$ cat src/rtl/mem_arb_pkg.sv
// Shared types and default parameters for the memory-bus round-robin arbiter.
package mem_arb_pkg;

   localparam int NREQ_DEF     = 4;
   localparam int BUSADDRW_DEF = 32;
   localparam int IDW_DEF      = 2;
   localparam int ACK_WAIT_DEF = 4;
   localparam int MAX_HOLD_DEF = 64;

   typedef enum logic [1:0] {
      ST_IDLE    = 2'd0,
      ST_GRANT   = 2'd1,
      ST_OWNED   = 2'd2,
      ST_RELEASE = 2'd3
   } arb_state_e;

endpackage

$ cat src/rtl/rr_pick.sv
// Round-robin winner selection: rotate the request vector so the slot after
// ptr sits at bit 0, priority-encode the lowest set bit, then rotate back.
module rr_pick
   import mem_arb_pkg::*;
#(
   parameter int NREQ = NREQ_DEF,
   parameter int IDW  = IDW_DEF
) (
   input  logic [NREQ-1:0] req,
   input  logic [IDW-1:0]  ptr,
   output logic [IDW-1:0]  win,
   output logic            any_req
);

   logic [NREQ-1:0] rot;
   logic [IDW-1:0]  off;
   logic            found;

   // rot[i] holds the requester that sits i+1 places after ptr
   always_comb begin
      for (int i = 0; i < NREQ; i++) begin
         rot[i] = req[IDW'((32'(ptr) + 32'(i) + 32'd1) % 32'(NREQ))];
      end
   end

   always_comb begin
      found = 1'b0;
      off   = '0;
      for (int i = 0; i < NREQ; i++) begin
         if (!found && rot[i]) begin
            found = 1'b1;
            off   = IDW'(i);
         end
      end
   end

   assign any_req = |req;
   assign win     = IDW'((32'(ptr) + 32'(off) + 32'd1) % 32'(NREQ));

endmodule

$ cat src/rtl/mem_bus_arbiter.sv
// Central round-robin arbiter for the shared memory bus (IDLE/GRANT/OWNED/RELEASE).
// Optional ownership timeout is built only when MEM_ARB_TIMEOUT_EN is defined.
module mem_bus_arbiter
   import mem_arb_pkg::*;
#(
   parameter int NREQ     = NREQ_DEF,
   parameter int BUSADDRW = BUSADDRW_DEF,
   parameter int IDW      = IDW_DEF,
   parameter int ACK_WAIT = ACK_WAIT_DEF,
   parameter int MAX_HOLD = MAX_HOLD_DEF
) (
   input  logic                     clk,
   input  logic                     reset,
   input  logic [NREQ-1:0]          req,
   input  logic [NREQ-1:0]          busy,
   input  logic [NREQ*BUSADDRW-1:0] req_addr,
   input  logic [NREQ-1:0]          req_rd_wr,
   output logic [NREQ-1:0]          grant,
   output logic [IDW-1:0]           owner_id,
   output logic [BUSADDRW-1:0]      mem_addr,
   output logic                     mem_rd_wr,
   output logic                     mem_en,
   input  logic                     mem_data_valid,
   output logic [NREQ-1:0]          data_valid,
   output logic                     timeout_err,
   output logic [1:0]               state_dbg
);

   // Handshake: a requester holds req until granted; it then owns the bus
   // from the cycle after it raises busy until the cycle busy is seen low.
   localparam int WAIT_W = (ACK_WAIT > 1) ? $clog2(ACK_WAIT) : 1;

   arb_state_e        state, state_nxt;
   logic [NREQ-1:0]   grant_nxt;
   logic [IDW-1:0]    owner_nxt;
   logic [IDW-1:0]    ptr, ptr_nxt;
   logic [IDW-1:0]    win;
   logic [WAIT_W-1:0] wait_cnt, wait_nxt;
   logic              any_req;
   logic              owner_busy;
   logic              owner_req;
   logic              hold_expired;

   rr_pick #(
      .NREQ (NREQ),
      .IDW  (IDW)
   ) u_pick (
      .req     (req),
      .ptr     (ptr),
      .win     (win),
      .any_req (any_req)
   );

   assign owner_busy = busy[owner_id];
   assign owner_req  = req[owner_id];

`ifdef MEM_ARB_TIMEOUT_EN
   localparam int HOLD_W = $clog2(MAX_HOLD + 1);

   logic [HOLD_W-1:0] hold_cnt;
   logic              timeout_nxt;

   always_ff @(posedge clk or negedge reset) begin
      if (!reset) begin
         hold_cnt <= '0;
      end else if (state != ST_OWNED) begin
         hold_cnt <= '0;
      end else begin
         hold_cnt <= hold_cnt + HOLD_W'(1);
      end
   end

   // A normal busy drop on the final cycle wins over the forced revoke.
   assign hold_expired = (state == ST_OWNED) && (hold_cnt == HOLD_W'(MAX_HOLD - 1));
   assign timeout_nxt  = hold_expired && owner_busy;

   always_ff @(posedge clk or negedge reset) begin
      if (!reset) begin
         timeout_err <= 1'b0;
      end else begin
         timeout_err <= timeout_nxt;
      end
   end
`else
   assign hold_expired = 1'b0;
   assign timeout_err  = 1'b0;
`endif

   always_comb begin
      state_nxt = state;
      grant_nxt = grant;
      owner_nxt = owner_id;
      ptr_nxt   = ptr;
      wait_nxt  = wait_cnt;
      case (state)
         ST_IDLE, ST_RELEASE: begin
            grant_nxt = '0;
            state_nxt = ST_IDLE;
            if (any_req) begin
               grant_nxt[win] = 1'b1;
               owner_nxt      = win;
               wait_nxt       = '0;
               state_nxt      = ST_GRANT;
            end
         end
         ST_GRANT: begin
            if (owner_busy) begin
               state_nxt = ST_OWNED;
            end else if (!owner_req || (wait_cnt == WAIT_W'(ACK_WAIT - 1))) begin
               grant_nxt = '0;
               ptr_nxt   = owner_id;
               state_nxt = ST_IDLE;
            end else begin
               wait_nxt = wait_cnt + WAIT_W'(1);
            end
         end
         ST_OWNED: begin
            if (!owner_busy || hold_expired) begin
               grant_nxt = '0;
               ptr_nxt   = owner_id;
               state_nxt = ST_RELEASE;
            end
         end
         default: begin
            grant_nxt = '0;
            state_nxt = ST_IDLE;
         end
      endcase
   end

   // ptr starts at the last slot so requester 0 is searched first
   always_ff @(posedge clk or negedge reset) begin
      if (!reset) begin
         state    <= ST_IDLE;
         grant    <= '0;
         owner_id <= '0;
         ptr      <= IDW'(NREQ - 1);
         wait_cnt <= '0;
      end else begin
         state    <= state_nxt;
         grant    <= grant_nxt;
         owner_id <= owner_nxt;
         ptr      <= ptr_nxt;
         wait_cnt <= wait_nxt;
      end
   end

   assign mem_en    = (state == ST_OWNED);
   assign mem_addr  = mem_en ? req_addr[32'(owner_id) * BUSADDRW +: BUSADDRW] : '0;
   assign mem_rd_wr = mem_en & req_rd_wr[owner_id];
   assign state_dbg = state;

   always_comb begin
      data_valid = '0;
      if (mem_en) begin
         data_valid[owner_id] = mem_data_valid;
      end
   end

endmodule

$ cat config.mk
export PLATFORM = sky130hd
export DESIGN_NAME = mem_bus_arbiter
export DESIGN_NICKNAME = d
export VERILOG_FILES = /design/src/rtl/mem_arb_pkg.sv /design/src/rtl/rr_pick.sv /design/src/rtl/mem_bus_arbiter.sv
export SDC_FILE = /design/constraint.sdc
export NUM_CORES = 1
export LEC_CHECK = 0
export CORE_AREA = 8 8 67 69
export DETAILED_ROUTE_END_ITERATION = 12
export DIE_AREA = 0 0 75 77
export DONT_BUFFER_PORTS = 1
export HOLD_SLACK_MARGIN = 0.08
export MAX_ROUTING_LAYER = met4
export PLACE_DENSITY = 0.77
export SLEW_MARGIN = 40
export SYNTH_ARGS = -nofsm -noshare
export SYNTH_HDL_FRONTEND = slang
export SYNTH_SLANG_ARGS = --single-unit
$ cat constraint.sdc
create_clock -name clk -period 4.2 [get_ports clk]
set_input_delay 0.84 -clock clk [delete_from_list [all_inputs] [get_ports clk]]
set_output_delay 0.84 -clock clk [all_outputs]
set_load 0.01 [all_outputs]
==> results.json <==
{
  "grt_pass1_vias": 1723,
  "vias_per_cell": 7.14,
  "port_buffers": 0,
  "drtIter0Drc": 44,
  "cts_num_sinks": 12,
  "hp-class": "input pin to async pin",
  "drt_first_pass_iters": 4,
  "grt_pass1_wl_mm": 10.2,
  "tightest_slew_ns": 0.539,
  "p_leak_nw": 0.743,
  "ys.warnings.count": 0,
  "grt.busiest_layer": "met2",
  "crit_start": "state_dbg[0]$_DFFE_PN0P_",
  "insertion_delay_ns": 0.28,
  "cp-end-kind": "output pin",
  "start_util_pct": 56.2,
  "cts_made_buffers": 3,
  "dp_hpwl_mm": 6.24,
  "use_met2_pct": 37.9,
  "clock.fmax_mhz": 345,
  "vdd.ir_drop.worst_mv": 0.422,
  "slew_headroom_pct": 64.1,
  "crit_fanout": 29,
  "async_flop_share_pct": 100,
  "cts-resized-gates": 0,
  "ant_nets": 0,
  "finClkSkew_ns": 0.00141,
  "grt_max_degree": 44,
  "setup_viol": 0,
  "syn-cell-area_sq_um": 1970,
  "p_per_area_nw_per_um2": 669,
  "die_w_um": 75,
  "cp_slowest_cell": "ha_1",
  "place.gp.congestion": 0.816,
  "final_cell_mix": "mux4_2 (33), and2_1 (33), nand2_1 (12)",
  "core_sq_um": 3500,
  "hold_buffers": 0,
  "synth_flop_cell": "dfrtp_1",
  "rsz0062_at_grt": "false",
  "antenna_found_initial": 4,
  "cp_slowest_stage_delay_ns": 0.47,
  "synth-seq-cells": 12,
  "whs_ns": 0.247,
  "die-area_sq_um": 5780,
  "synth-edff-count": 0,
  "grt_usage_pct": 24.1,
  "drive_gt1_share_pct": 28.7,
  "syn_area_per_cell_sq_um": 10.3,
  "clock-root-buffer": "clkbuf_4",
  "cp-start-kind": "flop",
  "period_minus_slack_ns": 2.90,
  "path_class": "flop to output pin",
  "vias": 1649,
  "nets": 326,
  "regToRegSetupSlack_ns": 1.94,
  "syn_inst": 190,
  "yosys.area.top_type_share_pct": 37.8,
  "rows": 22,
  "overflow": 0,
  "finalCritPeriodShare_pct": 69.0,
  "cts.path.max_buffers": 2,
  "final.setup.tns_ns": 0,
  "use_met3_pct": 12.5,
  "synthDistinctLibCells": 44,
  "yosys.area.top_type": "mux4_2",
  "synthTopCellsByArea": "mux4_2 (38%), dfrtp_1 (13%), and2_1 (11%)",
  "r2r_start": "ptr[0]$_DFFE_PN1P_",
  "drv_slew": 0,
  "hold_viol": 0,
  "cts_setup_buffers": 0,
  "routedWlPerCell_um": 30.7,
  "drcViolationCount": 0,
  "cts.htree.levels": 1,
  "grt_use_met1_pct": 24.4,
  "ios": 190,
  "cp.arrival_ns": 2.06,
  "crit_required_ns": 3.36,
  "status": "finished clean",
  "seq_area_frac_synth_pct": 15.4,
  "syn_nets": 337,
  "cts_tree": "built",
  "drt_wl_total_mm": 7.08,
  "synthToLayoutAreaGrowth_pct": 2.16,
  "clk_pin_slew_ns": 0.08,
  "max_cap_viol_count": 0,
  "cp_cell_sequence": "inv_1 -> ha_1 -> buf_4 -> nand2_1 -> nor3_1",
  "fp.dieH_um": 77
}
## cells in the mapped netlist, types with 2 or more instances
| cell | number |
|---|---|
| and2_1 | 33 |
| mux4_2 | 33 |
| nand2_1 | 12 |
| dfrtp_1 | 10 |
| clkbuf_1 | 9 |
| nor2_1 | 9 |
| a21oi_1 | 7 |
| mux2i_1 | 7 |
| inv_1 | 6 |
| nor3_1 | 6 |
| buf_2 | 5 |
| ha_1 | 4 |
| o211ai_1 | 4 |
| o31ai_1 | 3 |
| a211oi_1 | 2 |
| a21o_1 | 2 |
| a311oi_1 | 2 |
| a31oi_1 | 2 |
| buf_4 | 2 |
| dfstp_2 | 2 |
| mux2_2 | 2 |
| nand2b_1 | 2 |
| nand3b_1 | 2 |
| nor2b_1 | 2 |
| o22ai_1 | 2 |
| o31ai_2 | 2 |
## sequential cells by signal (all words and copies together) (netlist names)
| name | cells |
|---|---|
| grant | 4 |
| owner_id | 2 |
| ptr | 2 |
| state_dbg | 2 |
| wait_cnt | 2 |
## per-stage QoR
| stage | util [%] | power, mW | cells | instance area [sq um] | worst slack (ns) |
|---|---|---|---|---|---|
| after CTS | 57.0 | 1.35 | 226 | 1990 | 1.33 |
| after global placement | 56.0 | 1.22 | 222 | 1960 | 1.68 |
| after floorplan | - | 1.14 | 190 | 1970 | 1.63 |
| after detailed placement | 56.0 | 1.26 | 222 | 1960 | 1.64 |
| final | 57.4 | 1.34 | 231 | 2010 | 1.30 |
| after global routing | 57.4 | 1.45 | 230 | 2010 | 1.15 |
## critical path, delay by kind of cell (launching register included)
family | cells | cell delay (ns)
adder cells (fa/ha/maj) | 1 | 0.47
buffers and inverters | 2 | 0.40
flip-flops | 1 | 0.46
AND/OR/NAND/NOR | 2 | 0.44
## cell families (layout without fill, tap and decap cells)
| kind of cell | Yosys count | count (layout) | share of synthesized area [%] |
|---|---|---|---|
| flops | 12 | 12 | 15.4 |
| buf+inv | 25 | 13 | 5.92 |
| xor+xnor | 2 | 2 | 0.891 |
| mux | 43 | 43 | 43.1 |
| fa+ha+maj | 4 | 4 | 2.55 |
| simple gates | 72 | 72 | 20.2 |
| compound gates | 31 | 31 | 11.7 |
| other cells | 1 | 6 | 0.191 |
## final timing paths
path | depth (start not counted) | endpoint
min in group clk | 2 | wait_cnt[1]$_DFFE_PN0P_
worst max-delay path | 5 | data_valid[0]
max in group asynchronous | 0 | ptr[1]$_DFFE_PN1P_
worst min-delay path | 0 | state_dbg[1]$_DFFE_PN0P_
worst min register to register | 2 | wait_cnt[1]$_DFFE_PN0P_
worst max register to register | 8 | grant[2]$_DFFE_PN0P_
## report_power, final
group          switching [mW]  internal, mW  total (mW)
Sequential              0.157         0.175       0.332
Clock                  0.0405        0.0528      0.0933
Combinational           0.402         0.517       0.919
Total                   0.599         0.745        1.34
## per-layer routing
layer	vias up	wire (um)
met5	-	0
li1	708	-
met1	801	2310
met4	0	255
met2	119	3450
met3	21	1060
## area by class of cell
class / instances / area, sq um
Antenna cell: 5 / 12.5
Clock buffer: 4 / 36.3
Fill cell: 296 / 1490
Inverter: 6 / 22.5
Multi-Input combinational cell: 153 / 1550
Sequential cell: 12 / 308
Tap cell: 48 / 60.1
Timing Repair Buffer: 3 / 22.5
Power figures use the tool's default switching activity.
